$ cat src/rtl/laser_job_sched.sv
// laser_job_sched
// Shares one two-circle laser coverage engine between two point-set
// requesters. A job of NPTS points is loaded from the granted lane into a
// local buffer. It is then replayed to the engine as one unbroken burst,
// straight after an engine reset pulse. The block waits for ENG_DONE under a
// watchdog and hands the two captured circle centres back through a
// valid/ready result port.
//
// Ports
//   CLK, RST            clock, synchronous active-high reset
//   IN_VALID[1:0]       per-lane point valid (lane i = requester i)
//   IN_XY[15:0]         lane i point at [8i+7:8i] = {X[3:0], Y[3:0]}
//   IN_READY[1:0]       per-lane point ready (only the granted lane, only in LOAD)
//   RES_VALID/RES_READY result handshake
//   RES_ID              requester owning the result
//   RES_ERR             1 = job aborted by the watchdog
//   RES_C1X..RES_C2Y    captured circle centres
//   BUSY                high whenever not idle
//   ENG_RST             registered engine reset, held while the engine is unused
//   ENG_X, ENG_Y        engine point inputs during the burst
//   ENG_DONE            engine completion pulse
//   ENG_C1X..ENG_C2Y    engine results, valid while ENG_DONE=1
module laser_job_sched #(
  parameter int NPTS    = 40,
  parameter int TIMEOUT = 262143
) (
  input  logic        CLK,
  input  logic        RST,
  input  logic [1:0]  IN_VALID,
  input  logic [15:0] IN_XY,
  output logic [1:0]  IN_READY,
  output logic        RES_VALID,
  input  logic        RES_READY,
  output logic        RES_ID,
  output logic        RES_ERR,
  output logic [3:0]  RES_C1X,
  output logic [3:0]  RES_C1Y,
  output logic [3:0]  RES_C2X,
  output logic [3:0]  RES_C2Y,
  output logic        BUSY,
  output logic        ENG_RST,
  output logic [3:0]  ENG_X,
  output logic [3:0]  ENG_Y,
  input  logic        ENG_DONE,
  input  logic [3:0]  ENG_C1X,
  input  logic [3:0]  ENG_C1Y,
  input  logic [3:0]  ENG_C2X,
  input  logic [3:0]  ENG_C2Y
);

  typedef enum logic [2:0] {IDLE, LOAD, ERST, STREAM, WAIT, RESULT} state_t;

  localparam logic [5:0]  LAST_PT  = 6'(NPTS - 1);
  localparam logic [19:0] WDOG_LIM = 20'(TIMEOUT - 1);

  state_t      state, state_nx;
  logic        g, g_nx;
  logic        last_id;
  logic [5:0]  cnt;
  logic [19:0] wdog;
  logic [7:0]  pt_buf [NPTS];
  logic [7:0]  lane_xy;
  logic        accept;

  assign lane_xy = g ? IN_XY[15:8] : IN_XY[7:0];
  assign accept  = (state == LOAD) && (g ? IN_VALID[1] : IN_VALID[0]);
  assign RES_ID  = g;

  // The burst is driven straight from the buffer so that point k is on the
  // engine inputs for the whole of STREAM cycle k.
  assign {ENG_X, ENG_Y} = (state == STREAM) ? pt_buf[cnt] : 8'h00;

  always_ff @(posedge CLK) begin
    if (RST) state <= IDLE;
    else     state <= state_nx;
  end

  always_comb begin
    state_nx  = state;
    g_nx      = g;
    IN_READY  = 2'b00;
    RES_VALID = 1'b0;
    BUSY      = (state != IDLE);
    case (state)
      IDLE: begin
        if (IN_VALID != 2'b00) begin
          state_nx = LOAD;
          // Single requester wins outright; a tie goes to the lane that
          // was not served last.
          g_nx = (IN_VALID == 2'b11) ? ~last_id : IN_VALID[1];
        end
      end
      LOAD: begin
        IN_READY = g ? 2'b10 : 2'b01;
        if (accept && cnt == LAST_PT) state_nx = ERST;
      end
      ERST:   state_nx = STREAM;
      STREAM: if (cnt == LAST_PT) state_nx = WAIT;
      WAIT:   if (ENG_DONE || wdog == WDOG_LIM) state_nx = RESULT;
      RESULT: begin
        RES_VALID = 1'b1;
        if (RES_READY) state_nx = IDLE;
      end
      default: state_nx = IDLE;
    endcase
  end

  always_ff @(posedge CLK) begin
    if (RST) begin
      g       <= 1'b0;
      last_id <= 1'b1;
      cnt     <= 6'd0;
      wdog    <= 20'd0;
      ENG_RST <= 1'b1;
      RES_ERR <= 1'b0;
      RES_C1X <= 4'd0;
      RES_C1Y <= 4'd0;
      RES_C2X <= 4'd0;
      RES_C2Y <= 4'd0;
    end else begin
      g <= g_nx;
      // Registered from the next state so the engine leaves reset exactly
      // on the first burst cycle.
      ENG_RST <= (state_nx == IDLE) || (state_nx == LOAD) || (state_nx == ERST);
      case (state)
        IDLE: cnt <= 6'd0;
        LOAD: if (accept) cnt <= (cnt == LAST_PT) ? 6'd0 : cnt + 6'd1;
        ERST: cnt <= 6'd0;
        STREAM: begin
          if (cnt == LAST_PT) begin
            cnt  <= 6'd0;
            wdog <= 20'd0;
          end else begin
            cnt <= cnt + 6'd1;
          end
        end
        WAIT: begin
          if (wdog != '1) wdog <= wdog + 20'd1;
          // DONE takes priority over a coinciding timeout.
          if (ENG_DONE) begin
            RES_ERR <= 1'b0;
            RES_C1X <= ENG_C1X;
            RES_C1Y <= ENG_C1Y;
            RES_C2X <= ENG_C2X;
            RES_C2Y <= ENG_C2Y;
          end else if (wdog == WDOG_LIM) begin
            RES_ERR <= 1'b1;
            RES_C1X <= 4'd0;
            RES_C1Y <= 4'd0;
            RES_C2X <= 4'd0;
            RES_C2Y <= 4'd0;
          end
        end
        RESULT: if (RES_READY) last_id <= g;
        default: ;
      endcase
    end
  end

  // Point buffer: data only, never reset.
  always_ff @(posedge CLK) begin
    if (accept) pt_buf[cnt] <= lane_xy;
  end

endmodule

$ cat config.mk
export PLATFORM = sky130hd
export DESIGN_NAME = laser_job_sched
export DESIGN_NICKNAME = d
export VERILOG_FILES = /design/src/rtl/laser_job_sched.sv
export SDC_FILE = /design/constraint.sdc
export NUM_CORES = 1
export LEC_CHECK = 0
export BUFFER_PORTS_ARGS = -buffer_cell sky130_fd_sc_hd__buf_4
export CAP_MARGIN = 20
export CORE_UTILIZATION = 35
export DETAILED_ROUTE_END_ITERATION = 7
export PLACE_DENSITY = 0.6
export SETUP_SLACK_MARGIN = 0.02
export SKIP_LAST_GASP = 1
export SYNTH_ARGS = -nofsm -noshare
export SYNTH_HDL_FRONTEND = slang
export SYNTH_SLANG_ARGS = --single-unit
$ cat constraint.sdc
create_clock -name CLK -period 2.85 [get_ports CLK]
set_input_delay 0.4275 -clock CLK [delete_from_list [all_inputs] [get_ports CLK]]
set_output_delay 0.4275 -clock CLK [all_outputs]
set_load 0.01 [all_outputs]
==> summary.md, run 1 <==
The reg-to-reg startpoint was cnt[0]. Global routing used 15.93% of the available tracks. The number of flops mapped to enable cells by yosys is 320. The tools report the initial antenna violation count as 1. The clock net in this run drives a total of 375 sinks. Row generation in the floorplan step produced 75 rows. For the sequential share of power, the log shows 52.1%. The routed layout has 8666 vias. The synthesized netlist devotes 5.545% of its cell area to compound gates. The largest individual stage delay along the critical path comes from the cell sky130_fd_sc_hd__or4_1.

Registers take 10720 sq um. After global routing the overflow that remains totals 0. The number of clock buffers added by TritonCTS is 40. Summing the areas of all fa, ha and maj instances in the mapped netlist gives 0.2487% of the synthesized area.

The congestion estimate from routability-driven global placement came to 0.7775. The first detailed-routing pass ran for 5 iterations. The die width is 209.7 microns. In this run the power spent charging and discharging nets is 2.373 mW.

In the final layout, the multi-input gates occupy 4365 sq um. After routing the design area is 18350 sq um. The routed design could run at a clock period as short as 2.919 ns. The transition at the pin with the smallest max-transition slack was 0.9178 ns; the async set or reset register ratio after synthesis was 0%. STA puts the critical path data required time at 2.42 ns. The tools report the worst hold path startpoint as ENG_C1Y[0]. After clock tree synthesis, the clock-pin slew on the worst setup and hold paths is 0.06 ns.

The run gives 0 as the max-slew violation total from the final report. The logs give 34470 microns for the wire length after detailed routing and 55 for the post-synthesis cell type count. The tools report the hold violation total from the final report as 0. Net switching is 20.49% of the power. Setup repair after global routing could not meet its margin everywhere. The logs give 929 for the cell count after synthesis and 1642 for the count of non-filler cells in the finished layout.

Counting every net in the synthesized netlist gives 970. Before CTS, the worst setup slack after placement is 0.1267 ns. The post-detailed-route via-to-cell ratio works out to 5.278. Among the stages of the critical path, the cell type that occurs most often is sky130_fd_sc_hd__buf_12. Yosys printed 0 warnings. The mux cell area share after synthesis was 12.92%; the number of global-route vias before repair was 8692.

The tools report the worst setup margin as -0.06886 ns. The run gives 416.2 uV as the largest voltage drop on the vdd net. Of the total power, the clock network draws 43.5%. Sort of element at the end of the critical path: an output pin.

The average instance in the mapped netlist occupies 16.25 sq um. Combinational logic burns 4.4% of the power. 69 I/O pins were placed. The logs give 5.843 nW for the total leakage power and 0.01686 ns for the worst clock skew. TritonCTS built the clock tree. Power spread over the standard cell area amounts to 630.8 nW/um^2. The HPWL after detailed placement is 21290 microns.

The run gives 43960 sq um as the full die area. The later-pin clock latency in the skew report is 0.53 ns. The wire length of the first global-routing pass was 52940 microns; the total of buffers placed on input and output ports was 68.

Setup violations remaining at the end of the flow were counted as 5. After synthesis the netlist holds a flip-flop and latch count of 375. In this run the vertical extent of the chip is 209.7 microns. In this run, the number of DRC markers left after iteration 0 of detailed routing was 537.

The number of violations of the max-capacitance limit came out at 0. The critical path goes through buf_12 > buf_12 > mux2i_1 > a22o_1 > or4_1 > o31ai_4 > buf_6. Fraction of post-synthesis cell area in the top cell type by area: 63.66%.

Buffers inserted to repair hold after CTS numbered 0. The filler cells instantiated in the layout total 3725. The internal power summed over all cells is 9.205 mW. The run finished, with violations left.

The synthesized design spends more area on one cell type than any other, namely sky130_fd_sc_hd__edfxtp_1. The mapped netlist covers 15090 sq um. Of the cells placed in the final design, the portion with a size suffix greater than 1 is 31.13%. Along the worst path, the maximum fanout reaches 17. The number of H-tree branching levels is 2, and the buffer depth of the longest clock path is 3. Across all hold checks on the routed design, the worst slack comes to 0.1417 ns. Entering global routing, the biggest net connects 41 pins.

After detailed placement, the total cell area comes to 16560 sq um. After Yosys synthesis, XOR and XNOR cells account for 0.3481% of the synthesized area. In the final routed layout, each cell accounts on average for 20.99 microns. The library cells used most frequently in the layout, excluding fill and tap cells, are 320 x sky130_fd_sc_hd__edfxtp_1, 131 x sky130_fd_sc_hd__buf_4, 50 x sky130_fd_sc_hd__dfxtp_1, 49 x sky130_fd_sc_hd__nand2_1. The worst pin sits at a relative slew slack of 38.81%.

The core region is 42230 sq um. After detailed routing, the number of remaining DRC violations is 0. For this run, the top clock speed supported by timing is 342.6 MHz.

Leaving out fill and tap cells, the most frequent cell in the layout is sky130_fd_sc_hd__edfxtp_1. Sequential cell area fraction in the yosys report: 70.95%. The startpoint kind of the worst setup timing path is a register. After synthesis, the largest family of logic cells by area is multiplexers.

After synthesis, the cell types taking the most area are sky130_fd_sc_hd__edfxtp_1 64%, sky130_fd_sc_hd__dfxtp_1 7.3%, sky130_fd_sc_hd__mux4_2 7.2%. The area overhead of the layout relative to synthesis works out to 21.59%. The area fraction in and, or, nand and nor cells after synthesis was 8.098%.

In the synthesized netlist the dominant register cell turns out to be sky130_fd_sc_hd__edfxtp_1. The largest stage delay on the critical path was 0.57 ns. Worst hold-check path type: input port to register. The remaining antenna violation count after routing is 0, and the arrival time of data at the critical path endpoint is 2.49 ns.

CTS placed an instance of sky130_fd_sc_hd__clkbuf_16 at the clock tree root. The setup path with the least slack is of type register to output pin. The final reports fail on negative setup slack. The number of nets at the end of the flow is 1115, and the number of cells in the design after placement is 1554. The worst path uses 102.4% of the clock period. The initial core utilization was 35.75%.
==> cell type report <==
cell class                 instances  share of cell area (%)
clock buffer                      49                   5.754
timing repair buffer             152                   7.069
tap                              539                   3.674
inverter                           9                  0.1841
multi-input combinational        496                   23.78
antenna                            1                 0.01363
sequential                       375                   58.43
clock inverter                    21                   1.091
==> per-stage QoR <==
| step | utilization (%) | TNS, ns | power, mW |
|---|---|---|---|
| 2_1_floorplan | - | 0 | 6.419 |
| 3_3_place_gp | 39.22 | 0 | 6.614 |
| 3_5_place_dp | 39.22 | 0 | 6.622 |
| 4_1_cts | 43.16 | -0.8280 | 11.70 |
| 5_1_grt | 43.46 | -0.7743 | 11.96 |
| 6_report | 43.46 | -0.2833 | 11.58 |
==> synthesized netlist by cell type, types with 10 or more instances <==
cell,count
sky130_fd_sc_hd__nand2_1,56
sky130_fd_sc_hd__edfxtp_1,320
sky130_fd_sc_hd__buf_2,17
sky130_fd_sc_hd__clkbuf_1,19
sky130_fd_sc_hd__and2_1,10
sky130_fd_sc_hd__nor2b_1,10
sky130_fd_sc_hd__nor2_1,49
sky130_fd_sc_hd__nand3_1,25
sky130_fd_sc_hd__o31ai_1,16
sky130_fd_sc_hd__or4_1,19
sky130_fd_sc_hd__mux2i_1,43
sky130_fd_sc_hd__mux4_2,48
sky130_fd_sc_hd__mux2_2,39
sky130_fd_sc_hd__a211oi_1,12
sky130_fd_sc_hd__dfxtp_1,55
sky130_fd_sc_hd__nand4_1,10
sky130_fd_sc_hd__a21oi_1,41
sky130_fd_sc_hd__o22ai_1,15
==> cells by family (layout without fill, tap and decap cells) <==
| group | Yosys count | after routing |
|---|---|---|
| other | 0 | 1 |
| AOI/OAI and AO/OA | 127 | 127 |
| and+or+nand+nor | 230 | 230 |
| muxes | 130 | 130 |
| DFF | 375 | 375 |
| adders and majority gates | 3 | 3 |
| xor gates and xnor gates | 6 | 6 |
| buffers and inverters | 58 | 231 |
==> final timing paths <==
path,to,slack (ns),depth (start not counted)
worst max register to register,wdog[16],0.55,6
worst max-delay path,ENG_Y[0],-0.07,7
worst min register to register,RES_C2X[3],0.47,2
worst min-delay path,RES_C1Y[0],0.14,3
==> per-layer routing <==
metal	global-route usage, %	part of all wire [%]
met3	3.008	5.9
met2	24.84	46
met5	0	0
met4	4.883	2.5
met1	22.60	45
==> worst max-delay path, delay by kind of cell, from the launching register on <==
kind	cells	cell delay, ns
compound gates	2	0.45
buf+inv	3	0.44
flops	1	0.35
mux	1	0.15
simple gates	1	0.57
==> flip-flops by register name, summed over array words and instances, names as in the netlist, 3 cells and up, named ones only <==
register and flops:
RES_C1X 4, RES_C1Y 4, cnt 6, RES_C2X 4, wdog 20, pt_buf 320, RES_C2Y 4, state 3
==> power groups by stage <==
stage / Sequential [mW] / Clock (mW) / Combinational, mW
after detailed placement: 6.15 / 0 / 0.477
after global placement: 6.14 / 0 / 0.469
final: 6.03 / 5.04 / 0.508
after floorplan: 6.14 / 0 / 0.283
after CTS: 6.03 / 5.16 / 0.510
after global routing: 6.03 / 5.38 / 0.552
==> timing repair <==
item                       in CTS  in global routing
gates resized for setup        51                 29
buffers inserted               14                  4
hold endpoints to repair        0                  0
cloned                          2                  0
pin swaps                      10                 11
setup endpoints to repair       8                  8
(Power assumes the default switching activity.)
==> run 2, diff against run 1 <==
CORE_UTILIZATION = 54   (was 35)
PLACE_DENSITY = 0.81   (was 0.6)
==> run 2 against run 1 <==
The run still ends with negative setup slack left. Clock power fell by 3%. Core utilization grew 23 points. First-iteration DRC count grew 79%. Worst hold slack got worse by 0.0022 ns. Die area shrank 35%. Wire length is 2.6% higher. Global-route usage up 9.0 points. Register-to-register slack worse by 0.23 ns. Power is 1.0% lower. Worst setup slack improved by 0.0016 ns. Largest power group unchanged. Highest routed layer unchanged.
==> summary.md, run 2 (synthesis gave the netlist of run 1 again) <==
In this run the power spent charging and discharging nets is 2.401 mW. Buffer depth of the longest clock path: 3. The post-route netlist has 31.12% of its cells at a drive strength greater than 1. The die width works out to 169.2 microns. The number of buffers created by CTS is 38, and the period utilization is 102.4%. The later-pin clock latency in the skew report is 0.53 ns. STA classifies the critical path endpoint as an output pin. Leaving out fill and tap cells, the most frequent cell in the layout is sky130_fd_sc_hd__edfxtp_1.

The max-slew violation total from the final report is 0, and the die extent in y is 169.2 microns. The net switching fraction of the power was 20.95%; the full die area was 28630 sq um. For this run, the top clock speed supported by timing is 342.8 MHz. The wire length of the first global-routing pass was 53020 microns; the largest stage delay on the critical path was 0.51 ns.

The final reports fail on negative setup slack. The tools report the largest net degree at the start of global routing as 41. The run gives 33.39% as the met1 capacity usage during global routing. The final core utilization was 66.73%; the hold violation total from the final report was 0.

The internal power of the cells totals 9.059 mW. The H-tree was split into 2 levels. Per report_power, the sequential group accounts for 52.6% of the total.

The worst setup margin was -0.06728 ns; the number of fill cells in the layout was 1760. In this run the tool buffered the top-level ports with 68 buffer cells. In the routed layout, each cell is associated on average with a via count of 6.182. Of all nets on the critical path, the largest fanout is 8. The top cell types in the final layout, fill and taps aside, are 320 x sky130_fd_sc_hd__edfxtp_1, 136 x sky130_fd_sc_hd__buf_4, 52 x sky130_fd_sc_hd__nand2_1, 49 x sky130_fd_sc_hd__dfxtp_1. The placer congestion estimate is 0.8138. The number of global-route vias before repair is 8992, and the placed wire-length estimate is 20870 microns.

In the routed design, unresolved DRC markers number 0. After floorplanning, the core was sized to cover 27180 sq um. Total placed instance area: 16350 sq um. Row generation in the floorplan step produced 60 rows. The clock network is responsible for 42.7% of the overall power.

Clock skew on the completed layout was measured at 0.01989 ns. The tools report the setup violation total in the final timing report as 7. Detailed routing inserted a total of 9094 vias. The analysis attributes to cell leakage a power of 5.815 nW. The endpoint identified for the worst register-to-register timing path is pt_buf[2][1].

The overall track demand over capacity in global routing was 24.97%; the remaining global-route overflow was 0. The reg-to-reg startpoint was state[0]. Combinational logic is responsible for 4.7% of the overall power.

At the worst endpoint, the arrival time is 2.49 ns. The run gives 40.97% as the met2 routing resource usage after global routing. 69 I/O pins were placed.

Headroom to the max-slew limit came out at 36.56%. Dividing total power by cell area gives a power density of 632.0 nW/um^2. The cell depth of the worst min-delay path was 3. By startpoint and endpoint, the worst setup path is classified as register to output pin.

The largest individual stage delay along the critical path comes from the cell sky130_fd_sc_hd__or4_1. Across the VDD grid, the largest voltage drop is 396.0 uV. The flow ran to the end, but the final reports show violations. The number of cells on the worst reg-to-reg path is 6. The first TritonRoute pass finished after 5 iterations.

The run gives 0 as the initial antenna violation count. Setup repair after global routing could not meet its margin everywhere. The wire length after detailed routing was 35380 microns; the area overhead of the layout relative to synthesis was 20.13%. The register with the highest flop count was pt_buf.

After clock tree synthesis, the flow added hold-fix buffers numbering 0. The worst hold path startpoint was ENG_C2Y[0]. The run gives 0 as the remaining antenna violation count after routing. The min-delay analysis places its worst path in the category input port to register. The required time at the worst-slack endpoint is 2.42 ns, and the count of antenna diodes in the layout is 0. The total power is 11.46 mW. The clock net in this run drives a total of 375 sinks. The tools report the DRC marker count from the first detailed-route iteration as 962. The setup slack after placement is 0.2532 ns.

The signal on the critical path passes through buf_4 > buf_4 > mux2_2 > o22ai_1 > or4_1 > o31ai_2 > buf_4. TritonCTS built the clock tree. Summing all non-filler instances in the final layout gives an area of 18130 sq um.

In the final layout, the registers with the most flip-flops are pt_buf x320, wdog x20, cnt x6. Cell at the root of the clock tree: sky130_fd_sc_hd__clkbuf_16. Final period demand of the worst path: 2.917 ns. The transition at the pin with the smallest max-transition slack is 0.9515 ns. The register with the most flip-flops in the layout has 320 of them. Clock slew at the register clock pins of the worst setup and hold paths: 0.06 ns. The tools report the global-route track usage on met3 as 4.921%. The setup check on the worst reg-to-reg path leaves a slack of 0.32 ns. The run gives 55.54% as the initial core utilization. The worst hold path terminates at RES_C2Y[0].

The tool flagged a number of max-cap violations equal to 0. The layer flagged by global routing as most heavily used is met2. The worst setup path is launched from a register.

Number of nets at the end of the flow: 1112. Among the stages of the critical path, the cell type that occurs most often is sky130_fd_sc_hd__buf_4. The average detailed-routed wire length per instance was 24.05 microns.
==> run 2: cell count changes in the layout (fill, tap and decap cells not counted), moves of 4 or more <==
cell / delta
sky130_fd_sc_hd__clkbuf_8: +4
sky130_fd_sc_hd__buf_6: -9
sky130_fd_sc_hd__clkinv_1: -6
sky130_fd_sc_hd__clkinv_2: -5
sky130_fd_sc_hd__buf_4: +5
==> run 2: worst max-delay path: cells and delay by family (launching register included) <==
| kind | cells | cell delay, ns |
|---|---|---|
| multiplexers | 1 | 0.22 |
| buffers and inverters | 3 | 0.48 |
| flip-flops | 1 | 0.39 |
| AND/OR/NAND/NOR | 1 | 0.51 |
| AO/OA/AOI/OAI | 2 | 0.35 |
==> run 2: layer usage <==
metal  up-vias  part of all wire [%]
met3        82                   8.3
met1      4541                    40
met2       499                    49
met5         -                     0
met4         0                   2.9
li1       3972                     -
==> run 2: power groups by stage <==
stage | clock [mW] | sequential [mW] | combinational (mW)
after floorplan | 0 | 6.14 | 0.283
after global placement | 0 | 6.15 | 0.460
after detailed placement | 0 | 6.15 | 0.476
after CTS | 4.94 | 6.03 | 0.527
after global routing | 5.17 | 6.03 | 0.569
final | 4.89 | 6.03 | 0.538
==> run 2: worst max-delay path by stage <==
stage / start / endpoint / cells past startpoint
2_1_floorplan: register / ENG_X[0] / 8
3_3_place_gp: register / ENG_Y[2] / 6
3_5_place_dp: register / ENG_Y[2] / 6
4_1_cts: register / ENG_X[3] / 6
5_1_grt: register / ENG_Y[3] / 6
6_report: register / ENG_Y[3] / 7
==> run 2: layout make-up <==
type / count / area, sq um / area share (%)
Timing Repair Buffer: 151 / 1319 / 7.272
Sequential cell: 375 / 10730 / 59.15
Inverter: 9 / 33.78 / 0.1863
Clock inverter: 14 / 156.4 / 0.8625
Multi-Input combinational cell: 496 / 4362 / 24.05
Clock buffer: 54 / 1072 / 5.913
Tap cell: 372 / 465.4 / 2.567
==> run 2: repair_timing <==
action                                  in CTS  in global routing
buffers inserted                            17                  3
cloned                                       3                  0
gates resized for setup                     47                 16
pin swaps                                    9                  9
endpoints found under the setup margin       8                  8
==> run 2: through the flow <==
step           instances   TNS, ns  hold WS [ns]
2_1_floorplan        929         0        0.4473
3_3_place_gp        1380         0        0.4451
3_5_place_dp        1380         0        0.4593
4_1_cts             1468  -0.08511        0.1253
5_1_grt             1471   -0.5778        0.1348
6_report            1471   -0.2241        0.1396
